`src/rtl/execute_stage_pkg.sv`:
```
// ---------------------------------------------------------------------------
// execute_stage_pkg
// Shared definitions for the EX stage of the 16-bit pipelined CPU:
//   - datapath / immediate widths
//   - 4-bit opcode encodings (control[3:0])
//   - sign_extend(): immediate field -> DATA_W two's complement value
// ---------------------------------------------------------------------------
package execute_stage_pkg;

    localparam int DATA_W = 16;
    localparam int IMM_W  = 7;

    localparam logic [3:0] OP_NOP    = 4'd0;
    localparam logic [3:0] OP_SUB    = 4'd1;
    localparam logic [3:0] OP_ADD    = 4'd2;
    localparam logic [3:0] OP_ADDI   = 4'd3;
    localparam logic [3:0] OP_SHLLI  = 4'd4;
    localparam logic [3:0] OP_SHRLI  = 4'd5;
    localparam logic [3:0] OP_JUMP   = 4'd6;
    localparam logic [3:0] OP_JUMPL  = 4'd7;
    localparam logic [3:0] OP_JUMPG  = 4'd8;
    localparam logic [3:0] OP_JUMPE  = 4'd9;
    localparam logic [3:0] OP_JUMPNE = 4'd10;
    localparam logic [3:0] OP_CMP    = 4'd11;
    localparam logic [3:0] OP_LOAD   = 4'd12;
    localparam logic [3:0] OP_LOADI  = 4'd13;
    localparam logic [3:0] OP_STORE  = 4'd14;
    localparam logic [3:0] OP_MOV    = 4'd15;

    function automatic logic [DATA_W-1:0] sign_extend(input logic [IMM_W-1:0] imm);
        return {{(DATA_W-IMM_W){imm[IMM_W-1]}}, imm};
    endfunction

endpackage

```
`src/rtl/execute_alu.sv`:
```
// ---------------------------------------------------------------------------
// execute_alu
// Purely combinational ALU of the EX stage.
// Ports:
//   op_i      : 4-bit opcode
//   a_i, b_i  : source operands (reg1, reg2)
//   simm_i    : sign-extended immediate
//   shamt_i   : shift amount (immediate[3:0])
//   result_o  : ALU result / memory address
//   wr_en_o   : opcode writes the register file
//   eq_o/gt_o/lt_o : unsigned compare of a_i against b_i
// ---------------------------------------------------------------------------
module execute_alu
    import execute_stage_pkg::*;
(
    input  logic [3:0]        op_i,
    input  logic [DATA_W-1:0] a_i,
    input  logic [DATA_W-1:0] b_i,
    input  logic [DATA_W-1:0] simm_i,
    input  logic [3:0]        shamt_i,
    output logic [DATA_W-1:0] result_o,
    output logic              wr_en_o,
    output logic              eq_o,
    output logic              gt_o,
    output logic              lt_o
);

    always_comb begin
        result_o = '0;
        wr_en_o  = 1'b0;
        unique case (op_i)
            OP_SUB:   begin result_o = a_i - b_i;        wr_en_o = 1'b1; end
            OP_ADD:   begin result_o = a_i + b_i;        wr_en_o = 1'b1; end
            OP_ADDI:  begin result_o = a_i + simm_i;     wr_en_o = 1'b1; end
            OP_SHLLI: begin result_o = a_i << shamt_i;   wr_en_o = 1'b1; end
            OP_SHRLI: begin result_o = a_i >> shamt_i;   wr_en_o = 1'b1; end
            OP_LOAD:  begin result_o = a_i + simm_i;     wr_en_o = 1'b1; end
            OP_LOADI: begin result_o = simm_i;           wr_en_o = 1'b1; end
            // Store address only; nothing written back.
            OP_STORE: begin result_o = a_i + simm_i;     wr_en_o = 1'b0; end
            OP_MOV:   begin result_o = a_i;              wr_en_o = 1'b1; end
            // NOP, jumps and CMP produce a zero result and no write-back.
            default:  begin result_o = '0;               wr_en_o = 1'b0; end
        endcase
    end

    // Unsigned compare; exactly one of these is true for any operand pair.
    assign eq_o = (a_i == b_i);
    assign gt_o = (a_i >  b_i);
    assign lt_o = (a_i <  b_i);

endmodule

```
`src/rtl/execute_stage.sv`:
```
// ---------------------------------------------------------------------------
// execute_stage
// EX stage of the 16-bit five-stage CPU. Every output is a flop updated on
// the rising clock edge (1-cycle latency, one instruction per cycle, no
// stall or handshake). Synchronous active-high reset clears all outputs.
// Ports:
//   clk, reset          : clock, synchronous active-high reset
//   control_in[4:0]     : opcode (bits[3:0] used, bit 4 passed through only)
//   dest_index_in[4:0]  : destination register index
//   reg1_data, reg2_data: source operands (reg2 is also store data)
//   npc                 : address of the following instruction
//   immediate[6:0]      : two's complement immediate
//   dest_index_out, control_out : registered copies of the inputs
//   output_reg          : registered reg2_data (store data)
//   result_out          : registered ALU result / memory address
//   target              : registered next-PC selection
//   DEST_REG_WRITE_EN   : registered register-file write enable
//   ZF, GF, LF          : compare flags, written only by CMP
// ---------------------------------------------------------------------------
module execute_stage
    import execute_stage_pkg::*;
(
    input  logic        clk,
    input  logic        reset,
    input  logic [4:0]  control_in,
    input  logic [4:0]  dest_index_in,
    input  logic [15:0] reg1_data,
    input  logic [15:0] reg2_data,
    input  logic [15:0] npc,
    input  logic [6:0]  immediate,
    output logic [4:0]  dest_index_out,
    output logic [4:0]  control_out,
    output logic [15:0] output_reg,
    output logic [15:0] result_out,
    output logic [15:0] target,
    output logic        DEST_REG_WRITE_EN,
    output logic        ZF,
    output logic        GF,
    output logic        LF
);

    logic [3:0]        op;
    logic [DATA_W-1:0] simm;
    logic [DATA_W-1:0] alu_result;
    logic              alu_wr_en;
    logic              cmp_eq, cmp_gt, cmp_lt;
    logic              taken;

    logic [4:0]        dest_q, dest_d;
    logic [4:0]        ctrl_q, ctrl_d;
    logic [DATA_W-1:0] store_q, store_d;
    logic [DATA_W-1:0] result_q, result_d;
    logic [DATA_W-1:0] target_q, target_d;
    logic              wr_en_q, wr_en_d;
    logic              zf_q, zf_d, gf_q, gf_d, lf_q, lf_d;

    assign op   = control_in[3:0];
    assign simm = sign_extend(immediate);

    execute_alu u_alu (
        .op_i     (op),
        .a_i      (reg1_data),
        .b_i      (reg2_data),
        .simm_i   (simm),
        .shamt_i  (immediate[3:0]),
        .result_o (alu_result),
        .wr_en_o  (alu_wr_en),
        .eq_o     (cmp_eq),
        .gt_o     (cmp_gt),
        .lt_o     (cmp_lt)
    );

    // Branch conditions look at the flag registers, so a CMP on the previous
    // edge is already visible to a conditional jump in the next cycle.
    always_comb begin
        taken = 1'b0;
        unique case (op)
            OP_JUMP:   taken = 1'b1;
            OP_JUMPL:  taken = lf_q;
            OP_JUMPG:  taken = gf_q;
            OP_JUMPE:  taken = zf_q;
            OP_JUMPNE: taken = ~zf_q;
            default:   taken = 1'b0;
        endcase
    end

    always_comb begin
        dest_d   = dest_index_in;
        ctrl_d   = control_in;
        store_d  = reg2_data;
        result_d = alu_result;
        wr_en_d  = alu_wr_en;
        target_d = taken ? (npc + simm) : npc;
        zf_d     = zf_q;
        gf_d     = gf_q;
        lf_d     = lf_q;
        if (op == OP_CMP) begin
            zf_d = cmp_eq;
            gf_d = cmp_gt;
            lf_d = cmp_lt;
        end
    end

    always_ff @(posedge clk) begin
        if (reset) begin
            dest_q   <= '0;
            ctrl_q   <= '0;
            store_q  <= '0;
            result_q <= '0;
            target_q <= '0;
            wr_en_q  <= 1'b0;
            zf_q     <= 1'b0;
            gf_q     <= 1'b0;
            lf_q     <= 1'b0;
        end else begin
            dest_q   <= dest_d;
            ctrl_q   <= ctrl_d;
            store_q  <= store_d;
            result_q <= result_d;
            target_q <= target_d;
            wr_en_q  <= wr_en_d;
            zf_q     <= zf_d;
            gf_q     <= gf_d;
            lf_q     <= lf_d;
        end
    end

    assign dest_index_out    = dest_q;
    assign control_out       = ctrl_q;
    assign output_reg        = store_q;
    assign result_out        = result_q;
    assign target            = target_q;
    assign DEST_REG_WRITE_EN = wr_en_q;
    assign ZF                = zf_q;
    assign GF                = gf_q;
    assign LF                = lf_q;

endmodule

```
`config.mk`:
```
export PLATFORM = sky130hd
export DESIGN_NAME = execute_stage
export DESIGN_NICKNAME = d
export VERILOG_FILES = /design/src/rtl/execute_stage_pkg.sv /design/src/rtl/execute_alu.sv /design/src/rtl/execute_stage.sv
export SDC_FILE = /design/constraint.sdc
export NUM_CORES = 1
export LEC_CHECK = 0
export BUFFER_PORTS_ARGS = -buffer_cell sky130_fd_sc_hd__buf_2
export CORE_ASPECT_RATIO = 1.2
export CORE_MARGIN = 1.5
export CORE_UTILIZATION = 40
export DETAILED_ROUTE_END_ITERATION = 7
export GPL_TIMING_DRIVEN = 1
export HOLD_SLACK_MARGIN = 0.12
export MAX_ROUTING_LAYER = met4
export PLACE_DENSITY = 0.74
export SYNTH_ARGS = -nofsm -noshare
export SYNTH_HDL_FRONTEND = slang
export SYNTH_SLANG_ARGS = --single-unit
```
`constraint.sdc`:
```
create_clock -name clk -period 4.5 [get_ports clk]
set_input_delay 0.225 -clock clk [delete_from_list [all_inputs] [get_ports clk]]
set_output_delay 0.225 -clock clk [all_outputs]
set_load 0.1 [all_outputs]
```
==> results.sh <==
export IMPL_n_fill_cell=1460
export IMPL_hpwlAfterDp_um=15300
export IMPL_hp_class="input port to register"
export IMPL_max_freq_mhz=309
export IMPL_cts_clk_slew_worst_paths_ns=0.06
export IMPL_ioPinCount=129
export IMPL_fin_hold_ws_ns=0.135
export IMPL_drt_iter0_markers=828
export IMPL_firstDrtPassIters=6
export IMPL_reg2reg_depth=7
export IMPL_post_cts_resized=0
export IMPL_final_nets=1005
export IMPL_cts_hold_fix_buffers=6
export IMPL_syn_inst=774
export IMPL_syn_nets=893
export IMPL_fin_crit_ns=3.24
export IMPL_multi_input_area_mm2=0.00442
export IMPL_worstReg2RegEnd="target[15]"
export IMPL_cts_buffers=9
export IMPL_cts_sink_count=62
export IMPL_dieArea_mm2=0.0156
export IMPL_ys_ff_latch=62
export IMPL_synth_top_area_share_pct=20.9
export IMPL_vias_per_cell=5.92
export IMPL_drv_slew=0
export IMPL_cp_required_ns=4.71
export IMPL_tightest_slew_ns=1.09
export IMPL_synth_edf_count=0
export IMPL_die_x_um=114
export IMPL_cp_end_kind="register"
export IMPL_drt_wl_total_um=20300
export IMPL_yosysWarnings=0
export IMPL_synth_distinct_cells=74
export IMPL_final_hold_viol_count=0
export IMPL_globalplace_congestion=1.06
export IMPL_power_uw=2270
export IMPL_rsz0062_at_grt="no"
export IMPL_status="complete, no violations"
export IMPL_p_leak_uw=0.00325
export IMPL_grt_usage_pct=27.1
export IMPL_core_region_area_mm2=0.0145
export IMPL_synth_most_common_cell="nor2_1"
export IMPL_ys_seq_area_share_pct=20.9
export IMPL_path_max_fanout=14
export IMPL_grt_overflow_total=0
export IMPL_max_slew_margin_rel_pct=27.4
export IMPL_fin_worst_skew_ns=0.00380
export IMPL_max_cap_violations=0
export IMPL_grt_max_degree=55
export IMPL_crit_type="input port to register"
export IMPL_place_area_mm2=0.00673
export IMPL_stdcell_area_mm2=0.00710
export IMPL_synth_area_mm2=0.00595
export IMPL_synth_avg_cell_area_um2=7.68
export IMPL_async_reset_ff_share_pct=0
export IMPL_rrSetupSlack_ns=2.77
export IMPL_cts_root_buf="clkbuf_16"
export IMPL_powerDensity_mw_per_mm2=319
export IMPL_grt_pass1_vias=6158
export IMPL_htree_levels=3
export IMPL_vias=6458
export IMPL_synth_top_cell_by_area="dfxtp_1"
export IMPL_wl_per_cell_um=18.6
export IMPL_ir_drop_mv=0.181
export IMPL_start_kind="input port"
export IMPL_r2r_start="ZF"
export IMPL_setup_viol=0
export IMPL_cts_tree="built"
export IMPL_drive_gt1_share_pct=21.0
export IMPL_synth_area_top_cells="dfxtp_1, ha_1, mux2i_1"
export IMPL_worstSkewPairLatency_ns=0.34
export IMPL_diodes=0
export IMPL_die_h_um=137
export IMPL_ant_nets=0
export IMPL_rows=48
export IMPL_start_util_pct=41.1
export IMPL_postCtsSetupRepairBufs=0
export IMPL_setup_tns_final_ns=0
export IMPL_cp_endpoint="result_out[14]"
export IMPL_grt_pass1_wl_um=31700
export IMPL_seq_area_mm2=0.00124
export IMPL_yosys_top_cells_count="nor2_1, a21oi_1, nand2_1"
export IMPL_io_buffers=128
export IMPL_synth_flop_cell="dfxtp_1"
export IMPL_syn2layout_area_growth_pct=19.4
export IMPL_antenna_found_initial=0
export IMPL_drc=0
export IMPL_fin_crit_sh_pct=72.0
export IMPL_cts_path_max_buffers=2
export IMPL_cp_data_arrival_time_ns=3.45
export IMPL_startpoint="control_in[2]"
==> metrics by stage <==
| stage | util, % | worst slack (ns) | instances |
|---|---|---|---|
| floorplan | - | 1.51 | 774 |
| global placement | 46.5 | 1.08 | 1069 |
| detailed placement | 46.5 | 0.990 | 1069 |
| CTS | 49.1 | 1.34 | 1091 |
| global route | 49.1 | 1.06 | 1091 |
| finish | 49.1 | 1.26 | 1091 |
==> where the power goes <==
| group | internal [µW] | switching [µW] |
|---|---|---|
| sequential | 583 | 8.32 |
| combinational | 291 | 661 |
| clock | 446 | 278 |
| total | 1320 | 947 |
==> critical path, cell delays in order <==
cell and delay [ns]:
buf_2 0.22, and4bb_1 0.27, nor2_2 0.36, buf_4 0.27, mux2_2 0.35, ha_1 0.35
o21a_1 0.13, o21ai_0 0.11, o31ai_2 0.39, nand4_1 0.14, a31oi_1 0.27, mux2i_1 0.25
a31oi_1 0.11
==> kinds of logic (layout without fill, tap and decap cells) <==
family / after synthesis / after routing / synth area share (%)
buf+inv: 73 / 190 / 4.99
compound gates: 244 / 244 / 28.3
xor+xnor: 30 / 30 / 4.42
flops: 62 / 62 / 20.9
fa+ha+maj: 52 / 52 / 11.3
simple gates: 260 / 260 / 20.7
mux: 53 / 53 / 9.30
==> area by class of cell <==
class	count	share of cell area [%]
inverters	32	1.69
clock buffers	10	3.37
well taps	200	3.52
clock inverters	6	0.987
repair buffers	142	10.7
multi-input cells	639	62.2
flip-flops and latches	62	17.5
==> layout by cell type (no fill, tap or decap), types with 6 or more instances in the layout <==
cell type	n
nor2b_1	26
a21o_1	27
o21ai_0	22
a211oi_1	24
a21oi_1	68
xor2_1	10
nor3_1	16
o211ai_1	6
clkbuf_16	9
dlygate4sd3_1	6
mux2_2	15
dfxtp_1	62
o21a_1	8
nand3_1	14
mux2i_1	35
o21ai_1	14
inv_1	31
buf_4	8
a31oi_1	10
nand2b_1	10
o31ai_1	7
buf_2	128
nor4_1	7
nor2_1	90
xnor2_1	20
nand2_1	68
ha_1	49
==> routing by layer <==
layer	vias up	share of wire, %	GRT usage [%]
met1	2937	39	31.2
li1	3069	-	-
met3	86	8.8	5.85
met4	0	4.9	14.6
met5	-	0	-
met2	366	47	44.3
==> worst min path at each step <==
stage                           startpoint                 to  cells past startpoint
after floorplan              control_in[4]     control_out[4]                      1
after global placement    dest_index_in[0]  dest_index_out[0]                      2
after detailed placement  dest_index_in[3]  dest_index_out[3]                      2
after CTS                          npc[12]         target[12]                      3
after global routing                npc[4]          target[4]                      3
final                              npc[12]         target[12]                      3
No activity file was read; power rests on OpenSTA's default activity.
